<file path="src/rtl/uart_bfm_fifo.sv">
// rtl/uart_bfm_fifo.sv - UART bench peer with configurable frame format, runtime divisor, TX/RX FIFOs and sticky errors
//
// uart_bfm_fifo_q : register-based FIFO, power-of-two depth, pointers wrap naturally.
//   push/wdata in, pop in, rdata (head entry), empty/full/count out.
//   A push on a full FIFO is accepted only when a pop happens in the same cycle.
//
// uart_bfm_fifo   : top level.
//   clk, rstb        clock, asynchronous active-low reset
//   cfg_div          bit period in clk cycles (0 selects CLKS_PER_BIT), latched per frame
//   rxd / txd        serial line from / to the DUT
//   tx_data/tx_valid/tx_ready/tx_count   transmit FIFO push side
//   rx_data/rx_valid/rx_ready/rx_count   receive FIFO pop side
//   err_frame/err_parity/err_overrun     sticky errors, err_clr clears them

module uart_bfm_fifo_q #(
    parameter int WIDTH = 8,
    parameter int DEPTH = 16
) (
    input  logic                     clk,
    input  logic                     rstb,
    input  logic                     push,
    input  logic [WIDTH-1:0]         wdata,
    input  logic                     pop,
    output logic [WIDTH-1:0]         rdata,
    output logic                     empty,
    output logic                     full,
    output logic [$clog2(DEPTH):0]   count
);
    localparam int AW = $clog2(DEPTH);
    localparam logic [AW:0] FULL_CNT = (AW + 1)'(DEPTH);

    logic [WIDTH-1:0] mem [DEPTH];
    logic [AW-1:0]    wr_ptr;
    logic [AW-1:0]    rd_ptr;
    logic             pop_ok;
    logic             push_ok;

    assign empty   = (count == '0);
    assign full    = (count == FULL_CNT);
    assign pop_ok  = pop && !empty;
    assign push_ok = push && (!full || pop_ok);
    assign rdata   = mem[rd_ptr];

    always_ff @(posedge clk or negedge rstb) begin
        if (!rstb) begin
            wr_ptr <= '0;
            rd_ptr <= '0;
            count  <= '0;
        end else begin
            if (push_ok) wr_ptr <= wr_ptr + 1'b1;
            if (pop_ok)  rd_ptr <= rd_ptr + 1'b1;
            case ({push_ok, pop_ok})
                2'b10:   count <= count + 1'b1;
                2'b01:   count <= count - 1'b1;
                default: count <= count;
            endcase
        end
    end

    always_ff @(posedge clk) begin
        if (push_ok) mem[wr_ptr] <= wdata;
    end
endmodule

module uart_bfm_fifo #(
    parameter int CLKS_PER_BIT = 104,
    parameter int DATA_BITS    = 8,
    parameter int PARITY       = 0,
    parameter int STOP_BITS    = 1,
    parameter int FIFO_DEPTH   = 16,
    parameter int DIV_W        = 16
) (
    input  logic                          clk,
    input  logic                          rstb,
    input  logic [DIV_W-1:0]              cfg_div,
    input  logic                          rxd,
    output logic                          txd,
    input  logic [DATA_BITS-1:0]          tx_data,
    input  logic                          tx_valid,
    output logic                          tx_ready,
    output logic [$clog2(FIFO_DEPTH):0]   tx_count,
    output logic [DATA_BITS-1:0]          rx_data,
    output logic                          rx_valid,
    input  logic                          rx_ready,
    output logic [$clog2(FIFO_DEPTH):0]   rx_count,
    output logic                          err_frame,
    output logic                          err_parity,
    output logic                          err_overrun,
    input  logic                          err_clr
);
    localparam logic [3:0] BIT_LAST = 4'(DATA_BITS - 1);

    typedef enum logic [2:0] {S_IDLE, S_START, S_DATA, S_PAR, S_STOP} state_t;

    function automatic logic parity_of(input logic [DATA_BITS-1:0] d);
        return (PARITY == 1) ? ~^d : ^d;
    endfunction

    logic [DIV_W-1:0] eff_div;
    assign eff_div = (cfg_div == '0) ? DIV_W'(CLKS_PER_BIT) : cfg_div;

    // ---------------- TX ----------------
    logic                 tx_empty, tx_full, tx_pop, tx_load, tx_expire, tx_line, txd_q;
    logic [DATA_BITS-1:0] tx_head;
    state_t               tx_state, tx_state_nx;
    logic [DIV_W:0]       tx_cnt, tx_cnt_nx, tx_bit_len, tx_stop_len;
    logic [DIV_W-1:0]     tx_div, tx_div_nx;
    logic [DATA_BITS-1:0] tx_shift, tx_shift_nx;
    logic [3:0]           tx_bit, tx_bit_nx;
    logic                 tx_par, tx_par_nx;

    uart_bfm_fifo_q #(.WIDTH(DATA_BITS), .DEPTH(FIFO_DEPTH)) u_tx_fifo (
        .clk   (clk),
        .rstb  (rstb),
        .push  (tx_valid && !tx_full),
        .wdata (tx_data),
        .pop   (tx_pop),
        .rdata (tx_head),
        .empty (tx_empty),
        .full  (tx_full),
        .count (tx_count)
    );

    assign tx_ready    = !tx_full;
    assign tx_expire   = (tx_cnt == '0);
    assign tx_bit_len  = {1'b0, tx_div} - 1'b1;
    assign tx_stop_len = (STOP_BITS == 2) ? ({tx_div, 1'b0} - 1'b1) : tx_bit_len;

    always_ff @(posedge clk or negedge rstb) begin
        if (!rstb) begin
            tx_state <= S_IDLE;
            tx_cnt   <= '0;
            tx_div   <= '0;
            tx_shift <= '0;
            tx_bit   <= '0;
            tx_par   <= 1'b0;
            txd_q    <= 1'b1;
        end else begin
            tx_state <= tx_state_nx;
            tx_cnt   <= tx_cnt_nx;
            tx_div   <= tx_div_nx;
            tx_shift <= tx_shift_nx;
            tx_bit   <= tx_bit_nx;
            tx_par   <= tx_par_nx;
            txd_q    <= tx_line;
        end
    end

    always_comb begin
        tx_state_nx = tx_state;
        tx_cnt_nx   = tx_expire ? tx_cnt : tx_cnt - 1'b1;
        tx_div_nx   = tx_div;
        tx_shift_nx = tx_shift;
        tx_bit_nx   = tx_bit;
        tx_par_nx   = tx_par;
        tx_pop      = 1'b0;
        tx_load     = 1'b0;
        case (tx_state)
            S_IDLE:  tx_load = !tx_empty;
            S_START: if (tx_expire) begin
                tx_state_nx = S_DATA;
                tx_cnt_nx   = tx_bit_len;
                tx_bit_nx   = '0;
            end
            S_DATA: if (tx_expire) begin
                tx_shift_nx = tx_shift >> 1;
                if (tx_bit == BIT_LAST) begin
                    tx_state_nx = (PARITY != 0) ? S_PAR : S_STOP;
                    tx_cnt_nx   = (PARITY != 0) ? tx_bit_len : tx_stop_len;
                end else begin
                    tx_bit_nx = tx_bit + 1'b1;
                    tx_cnt_nx = tx_bit_len;
                end
            end
            S_PAR: if (tx_expire) begin
                tx_state_nx = S_STOP;
                tx_cnt_nx   = tx_stop_len;
            end
            S_STOP: if (tx_expire) begin
                tx_state_nx = S_IDLE;
                // Chain straight into the next frame so back-to-back bytes leave no idle gap.
                tx_load     = !tx_empty;
            end
            default: tx_state_nx = S_IDLE;
        endcase
        if (tx_load) begin
            tx_pop      = 1'b1;
            tx_state_nx = S_START;
            tx_div_nx   = eff_div;
            tx_cnt_nx   = {1'b0, eff_div} - 1'b1;
            tx_shift_nx = tx_head;
            tx_par_nx   = parity_of(tx_head);
        end
    end

    // Line level follows the state one cycle later through txd_q, giving the
    // two-cycle push-to-start latency with glitch-free registered output.
    always_comb begin
        tx_line = 1'b1;
        case (tx_state)
            S_START: tx_line = 1'b0;
            S_DATA:  tx_line = tx_shift[0];
            S_PAR:   tx_line = tx_par;
            default: tx_line = 1'b1;
        endcase
    end

    assign txd = txd_q;

    // ---------------- RX ----------------
    logic                 rx_s1, rx_sync, rx_prev;
    logic                 rx_empty, rx_full, rx_push, rx_expire;
    logic                 set_frame, set_parity, set_overrun;
    state_t               rx_state, rx_state_nx;
    logic [DIV_W:0]       rx_cnt, rx_cnt_nx, rx_bit_len;
    logic [DIV_W-1:0]     rx_div, rx_div_nx;
    logic [DATA_BITS-1:0] rx_shift, rx_shift_nx;
    logic [3:0]           rx_bit, rx_bit_nx;

    uart_bfm_fifo_q #(.WIDTH(DATA_BITS), .DEPTH(FIFO_DEPTH)) u_rx_fifo (
        .clk   (clk),
        .rstb  (rstb),
        .push  (rx_push),
        .wdata (rx_shift),
        .pop   (rx_ready),
        .rdata (rx_data),
        .empty (rx_empty),
        .full  (rx_full),
        .count (rx_count)
    );

    assign rx_valid    = !rx_empty;
    assign rx_expire   = (rx_cnt == '0);
    assign rx_bit_len  = {1'b0, rx_div} - 1'b1;
    assign set_overrun = rx_push && rx_full && !(rx_ready && !rx_empty);

    always_ff @(posedge clk or negedge rstb) begin
        if (!rstb) begin
            rx_s1    <= 1'b1;
            rx_sync  <= 1'b1;
            rx_prev  <= 1'b1;
            rx_state <= S_IDLE;
            rx_cnt   <= '0;
            rx_div   <= '0;
            rx_shift <= '0;
            rx_bit   <= '0;
        end else begin
            rx_s1    <= rxd;
            rx_sync  <= rx_s1;
            rx_prev  <= rx_sync;
            rx_state <= rx_state_nx;
            rx_cnt   <= rx_cnt_nx;
            rx_div   <= rx_div_nx;
            rx_shift <= rx_shift_nx;
            rx_bit   <= rx_bit_nx;
        end
    end

    // Edge detect needs rx_prev high, so after a framing error with the line
    // held low the receiver only re-arms once the line has returned high.
    always_comb begin
        rx_state_nx = rx_state;
        rx_cnt_nx   = rx_expire ? rx_cnt : rx_cnt - 1'b1;
        rx_div_nx   = rx_div;
        rx_shift_nx = rx_shift;
        rx_bit_nx   = rx_bit;
        rx_push     = 1'b0;
        set_frame   = 1'b0;
        set_parity  = 1'b0;
        case (rx_state)
            S_IDLE: if (rx_prev && !rx_sync) begin
                rx_state_nx = S_START;
                rx_div_nx   = eff_div;
                rx_cnt_nx   = {1'b0, eff_div >> 1};
            end
            S_START: if (rx_expire) begin
                if (rx_sync) begin
                    rx_state_nx = S_IDLE;
                end else begin
                    rx_state_nx = S_DATA;
                    rx_cnt_nx   = rx_bit_len;
                    rx_bit_nx   = '0;
                end
            end
            S_DATA: if (rx_expire) begin
                rx_shift_nx = {rx_sync, rx_shift[DATA_BITS-1:1]};
                rx_cnt_nx   = rx_bit_len;
                if (rx_bit == BIT_LAST) begin
                    rx_state_nx = (PARITY != 0) ? S_PAR : S_STOP;
                end else begin
                    rx_bit_nx = rx_bit + 1'b1;
                end
            end
            S_PAR: if (rx_expire) begin
                set_parity  = (rx_sync != parity_of(rx_shift));
                rx_state_nx = S_STOP;
                rx_cnt_nx   = rx_bit_len;
            end
            S_STOP: if (rx_expire) begin
                rx_state_nx = S_IDLE;
                rx_push     = rx_sync;
                set_frame   = !rx_sync;
            end
            default: rx_state_nx = S_IDLE;
        endcase
    end

    // A same-cycle set wins over err_clr.
    always_ff @(posedge clk or negedge rstb) begin
        if (!rstb) begin
            err_frame   <= 1'b0;
            err_parity  <= 1'b0;
            err_overrun <= 1'b0;
        end else begin
            if (set_frame)        err_frame <= 1'b1;
            else if (err_clr)     err_frame <= 1'b0;
            if (set_parity)       err_parity <= 1'b1;
            else if (err_clr)     err_parity <= 1'b0;
            if (set_overrun)      err_overrun <= 1'b1;
            else if (err_clr)     err_overrun <= 1'b0;
        end
    end
endmodule

</file>
<file path="config.mk">
export PLATFORM = sky130hd
export DESIGN_NAME = uart_bfm_fifo
export DESIGN_NICKNAME = d
export VERILOG_FILES = /design/src/rtl/uart_bfm_fifo.sv
export SDC_FILE = /design/constraint.sdc
export NUM_CORES = 1
export LEC_CHECK = 0
export ABC_AREA = 1
export BUFFER_PORTS_ARGS = -buffer_cell sky130_fd_sc_hd__buf_4
export CORE_AREA = 2 2 198 200
export DETAILED_ROUTE_END_ITERATION = 8
export DIE_AREA = 0 0 200 202
export PLACE_DENSITY = 0.78
export SLEW_MARGIN = 20
export SYNTH_ARGS = -nofsm -noshare
export SYNTH_HDL_FRONTEND = slang
export SYNTH_HIERARCHICAL = 1
export SYNTH_SLANG_ARGS = --single-unit
</file>
<file path="constraint.sdc">
create_clock -name clk -period 3.55 [get_ports clk]
set_clock_uncertainty 0.05 [all_clocks]
set_input_delay 0.5325 -clock clk [delete_from_list [all_inputs] [get_ports clk]]
set_output_delay 0.5325 -clock clk [all_outputs]
set_load 0.05 [all_outputs]
</file>
==> results.json <==
{
  "timing.hold.ws_ns": -0.04946,
  "max-slew-margin-rel_pct": 40.98,
  "area_growth_syn_to_fin_pct": 10.64,
  "number_of_vias_per_cell": 5.587,
  "first_global_vias": 13660,
  "grt_antenna_before_repair": 0,
  "ports_placed_on_the_boundary": 54,
  "cts.root.buffer_cell": "sky130_fd_sc_hd__clkbuf_16",
  "worstPathRequired_ns": 2.97,
  "dp_slack_ns": 0.5535,
  "yosysSeqAreaShare_pct": 57.81,
  "timing.critical_path.buf_inv": 2,
  "p_switching_mw": 7.385,
  "powerDensity_nw_per_um2": 837.6,
  "route.vias.total": 14080,
  "cts.htree.levels": 2,
  "cts_hold_repair.buffers": 0,
  "comb_power_share_pct": 41.5,
  "outcome": "finished with violations",
  "postSynth.topFlopCell": "sky130_fd_sc_hd__edfxtp_1",
  "final_min_period_over_clock_period_pct": 90.63,
  "clock_power_share_pct": 22.8,
  "peakVddDrop_mv": 0.7053,
  "dr.pass1.iters": 6,
  "initial_utilization_pct": 49.45,
  "ys_seq_elements": 386,
  "synthesis.yosys.warnings": 6,
  "floorplan_die_height_um": 202,
  "post_synth_inst_count": 1922,
  "route.final.wire_length_mm": 45.21,
  "power.switching_fraction_pct": 42.09,
  "critPathKind": "reg -> out",
  "endpoint_kind": "output pin",
  "post_cts_repair_timing_setup_buffer_count": 0,
  "timing.max_cap.violations": 0,
  "synth.cell_area_um2": 18930,
  "cp.arrival_ns": 2.63,
  "port_buffers": 53,
  "syn_nets": 1979,
  "placementRows": 72,
  "setup-tns-final_ns": 0,
  "post-route-min-period_ns": 3.217,
  "dpl_wire_length_mm": 30.44,
  "setup_slack_after_layout_ns": 0.3327,
  "timing.critical_path.cells": "buf_4 -> nor2_1 -> nor2_1 -> o21ai_0 -> o211ai_1 -> nand3_1 -> nand2_1 -> buf_4",
  "clock_sink_count": 386,
  "tritoncts": "built",
  "critical_path.max_stage_delay_ns": 0.59,
  "post_layout_nonfiller_instances": 2520,
  "finish.net_count": 2028,
  "core_area_um2": 38290,
  "final_hold_vios": 13,
  "setup_viol": 0,
  "holdCritPathClass": "in -> async",
  "synthDominantAreaCellType": "sky130_fd_sc_hd__edfxtp_1",
  "grt_first_pass_wirelength_mm": 71.57,
  "detail_route.wl_per_cell_um": 17.94,
  "grt.overflow.total": 0,
  "die-area_um2": 40400,
  "p_int_mw": 10.16,
  "antenna_cells": 0,
  "route.detailed.drc": 0,
  "finalMaxSlewViolations": 0,
  "grtUsageTotal_pct": 22.55,
  "postSynthAreaPerCell_um2": 9.851,
  "ant_nets": 0,
  "chipWidth_um": 200,
  "timing.critical_path.from_type": "flop",
  "placed_area_um2": 19710,
  "gp_congestion": 0.9505,
  "fmax_ghz": 0.3108,
  "clkTransAtPathRegs_ns": 0.06,
  "report.power.total_mw": 17.55,
  "ctsLongestPathBuffers": 3,
  "rsz0062_at_grt": "no",
  "synthArstFlopShare_pct": 33.68,
  "stdcell_area_um2": 20950,
  "synth-edff-count": 256,
  "pwr-share-seq_pct": 35.7,
  "fraction_of_final_layout_cells_sized_beyond_drive_strength_1_pct": 11.24,
  "synth_largest_type_area_fraction_pct": 40.60,
  "synth.most_common_cell": "sky130_fd_sc_hd__nor2_1",
  "place.detailed.instances": 2446,
  "drtIter0Drc": 1278,
  "synth_top_cells_by_area": "sky130_fd_sc_hd__edfxtp_1 (41%), sky130_fd_sc_hd__dfrtp_1 (17%), sky130_fd_sc_hd__nor2_1 (6.7%)",
  "static-leakage-power_nw": 8.243,
  "cts_buffers": 41,
  "post_synth_num_cell_types": 54,
  "worst_path_max_delay_cell": "sky130_fd_sc_hd__dfrtp_2",
  "cts_repair_resize_count": 0,
  "path_delay_family": "buffers and inverters",
  "worst-slew-pin-transition_ns": 0.8854,
  "grt_max_degree": 82,
  "worst_skew_pair.late_latency_ns": 0.54,
  "failing_checks": "hold timing",
  "critical_path_peak_fanout": 51,
  "yosys-top-cells-count": "sky130_fd_sc_hd__nor2_1 (339), sky130_fd_sc_hd__nand2_1 (288), sky130_fd_sc_hd__edfxtp_1 (256)"
}
==> flip-flops by register name, summed over array words and instances (netlist names), 4 cells and up <==
signal,flops
rx_cnt,17
tx_bit,4
rx_bit,4
tx_shift,8
u_rx_fifo/rd_ptr,4
u_rx_fifo/wr_ptr,4
tx_cnt,17
u_rx_fifo/count,5
u_tx_fifo/count,5
u_tx_fifo/rd_ptr,4
tx_div,16
u_tx_fifo/wr_ptr,4
u_tx_fifo/mem,128
u_rx_fifo/mem,128
rx_shift,8
rx_div,16
==> kinds of logic (layout without fill, tap and decap cells) <==
logic type / count (synthesis) / in the layout / share of synthesized area (%)
AOI/OAI and AO/OA: 355 / 355 / 10.96
xor gates and xnor gates: 64 / 64 / 3.040
adders and majority gates: 27 / 27 / 1.864
buffers and inverters: 228 / 308 / 5.531
DFF: 386 / 386 / 57.81
muxes: 7 / 7 / 0.5551
and+or+nand+nor: 855 / 855 / 20.24
==> worst register-to-register path: stages, from the launching register on <==
cell and delay, ns:
sky130_fd_sc_hd__dfrtp_1 0.40, sky130_fd_sc_hd__nor2_1 0.19, sky130_fd_sc_hd__nand2_1 0.14, sky130_fd_sc_hd__nor2_2 0.23
sky130_fd_sc_hd__nand3b_4 0.18, sky130_fd_sc_hd__nor3_2 0.40, sky130_fd_sc_hd__o21ai_4 0.13, sky130_fd_sc_hd__inv_2 0.15
sky130_fd_sc_hd__nand2_1 0.24, sky130_fd_sc_hd__nor2_1 0.58
==> per-stage QoR <==
step                util [%]  hold slack, ns
global route           54.71         0.02884
finish                 54.71        -0.04946
detailed placement     51.48          0.3183
global placement       51.48          0.3206
floorplan                  -          0.1869
CTS                    54.71        0.008263
==> final timing paths <==
| check | start | endpoint | slack (ns) | cells past startpoint |
|---|---|---|---|---|
| setup / recovery | u_rx_fifo/rd_ptr[0] | rx_data[0] | 0.33 | 8 |
| hold / removal | rstb | err_parity | -0.05 | 1 |
| setup reg to reg | rx_cnt[6] | u_rx_fifo/mem[12][0] | 0.50 | 9 |
| hold reg to reg | rx_s1 | rx_sync | 0.33 | 0 |
| max in group asynchronous | rstb | rx_prev | 2.71 | 2 |
| min in group clk | rxd | rx_s1 | 0.06 | 1 |
==> per-layer routing <==
layer / global-route usage [%] / share of wire, %
met3: 3.854 / 7.4
met1: 31.41 / 43
met4: 7.302 / 2.8
met2: 36.02 / 47
met5: 0 / 0
==> power by group through the flow <==
| stage | Sequential (mW) | Combinational (mW) | Clock, mW |
|---|---|---|---|
| after floorplan | 6.30 | 5.44 | 0 |
| after global placement | 6.30 | 7.01 | 0 |
| after detailed placement | 6.33 | 7.17 | 0 |
| after CTS | 6.25 | 7.23 | 4.06 |
| after global routing | 6.37 | 8.07 | 4.24 |
| final | 6.26 | 7.29 | 3.99 |
==> cell type report <==
class / count / area [µm²]
repair buffers: 72 / 556.8
fillers: 3283 / 17340
well taps: 518 / 648.1
clock buffers: 54 / 1085
clock inverters: 20 / 153.9
flip-flops and latches: 386 / 10950
inverters: 162 / 615.6
multi-input cells: 1308 / 6940
==> cell usage in the layout (no fill, tap or decap), types with 4 or more instances in the layout <==
| cell | instances |
|---|---|
| sky130_fd_sc_hd__a21oi_1 | 43 |
| sky130_fd_sc_hd__buf_4 | 70 |
| sky130_fd_sc_hd__clkbuf_1 | 12 |
| sky130_fd_sc_hd__clkbuf_16 | 41 |
| sky130_fd_sc_hd__clkinv_1 | 10 |
| sky130_fd_sc_hd__clkinv_2 | 7 |
| sky130_fd_sc_hd__dfrtp_1 | 124 |
| sky130_fd_sc_hd__dfstp_2 | 4 |
| sky130_fd_sc_hd__edfxtp_1 | 256 |
| sky130_fd_sc_hd__ha_1 | 25 |
| sky130_fd_sc_hd__inv_1 | 142 |
| sky130_fd_sc_hd__inv_2 | 14 |
| sky130_fd_sc_hd__mux2_4 | 7 |
| sky130_fd_sc_hd__nand2_1 | 288 |
| sky130_fd_sc_hd__nand2_2 | 10 |
| sky130_fd_sc_hd__nand2_4 | 8 |
| sky130_fd_sc_hd__nand3_1 | 135 |
| sky130_fd_sc_hd__nand3_2 | 6 |
| sky130_fd_sc_hd__nand3_4 | 4 |
| sky130_fd_sc_hd__nand3b_1 | 5 |
| sky130_fd_sc_hd__nand4_1 | 14 |
| sky130_fd_sc_hd__nor2_1 | 339 |
| sky130_fd_sc_hd__nor2_2 | 13 |
| sky130_fd_sc_hd__nor2_4 | 10 |
| sky130_fd_sc_hd__nor3_1 | 11 |
| sky130_fd_sc_hd__o211ai_1 | 75 |
| sky130_fd_sc_hd__o21ai_0 | 165 |
| sky130_fd_sc_hd__o21ai_1 | 39 |
| sky130_fd_sc_hd__o21bai_1 | 13 |
| sky130_fd_sc_hd__xnor2_1 | 14 |
| sky130_fd_sc_hd__xor2_1 | 48 |
(Power assumes the default switching activity.)
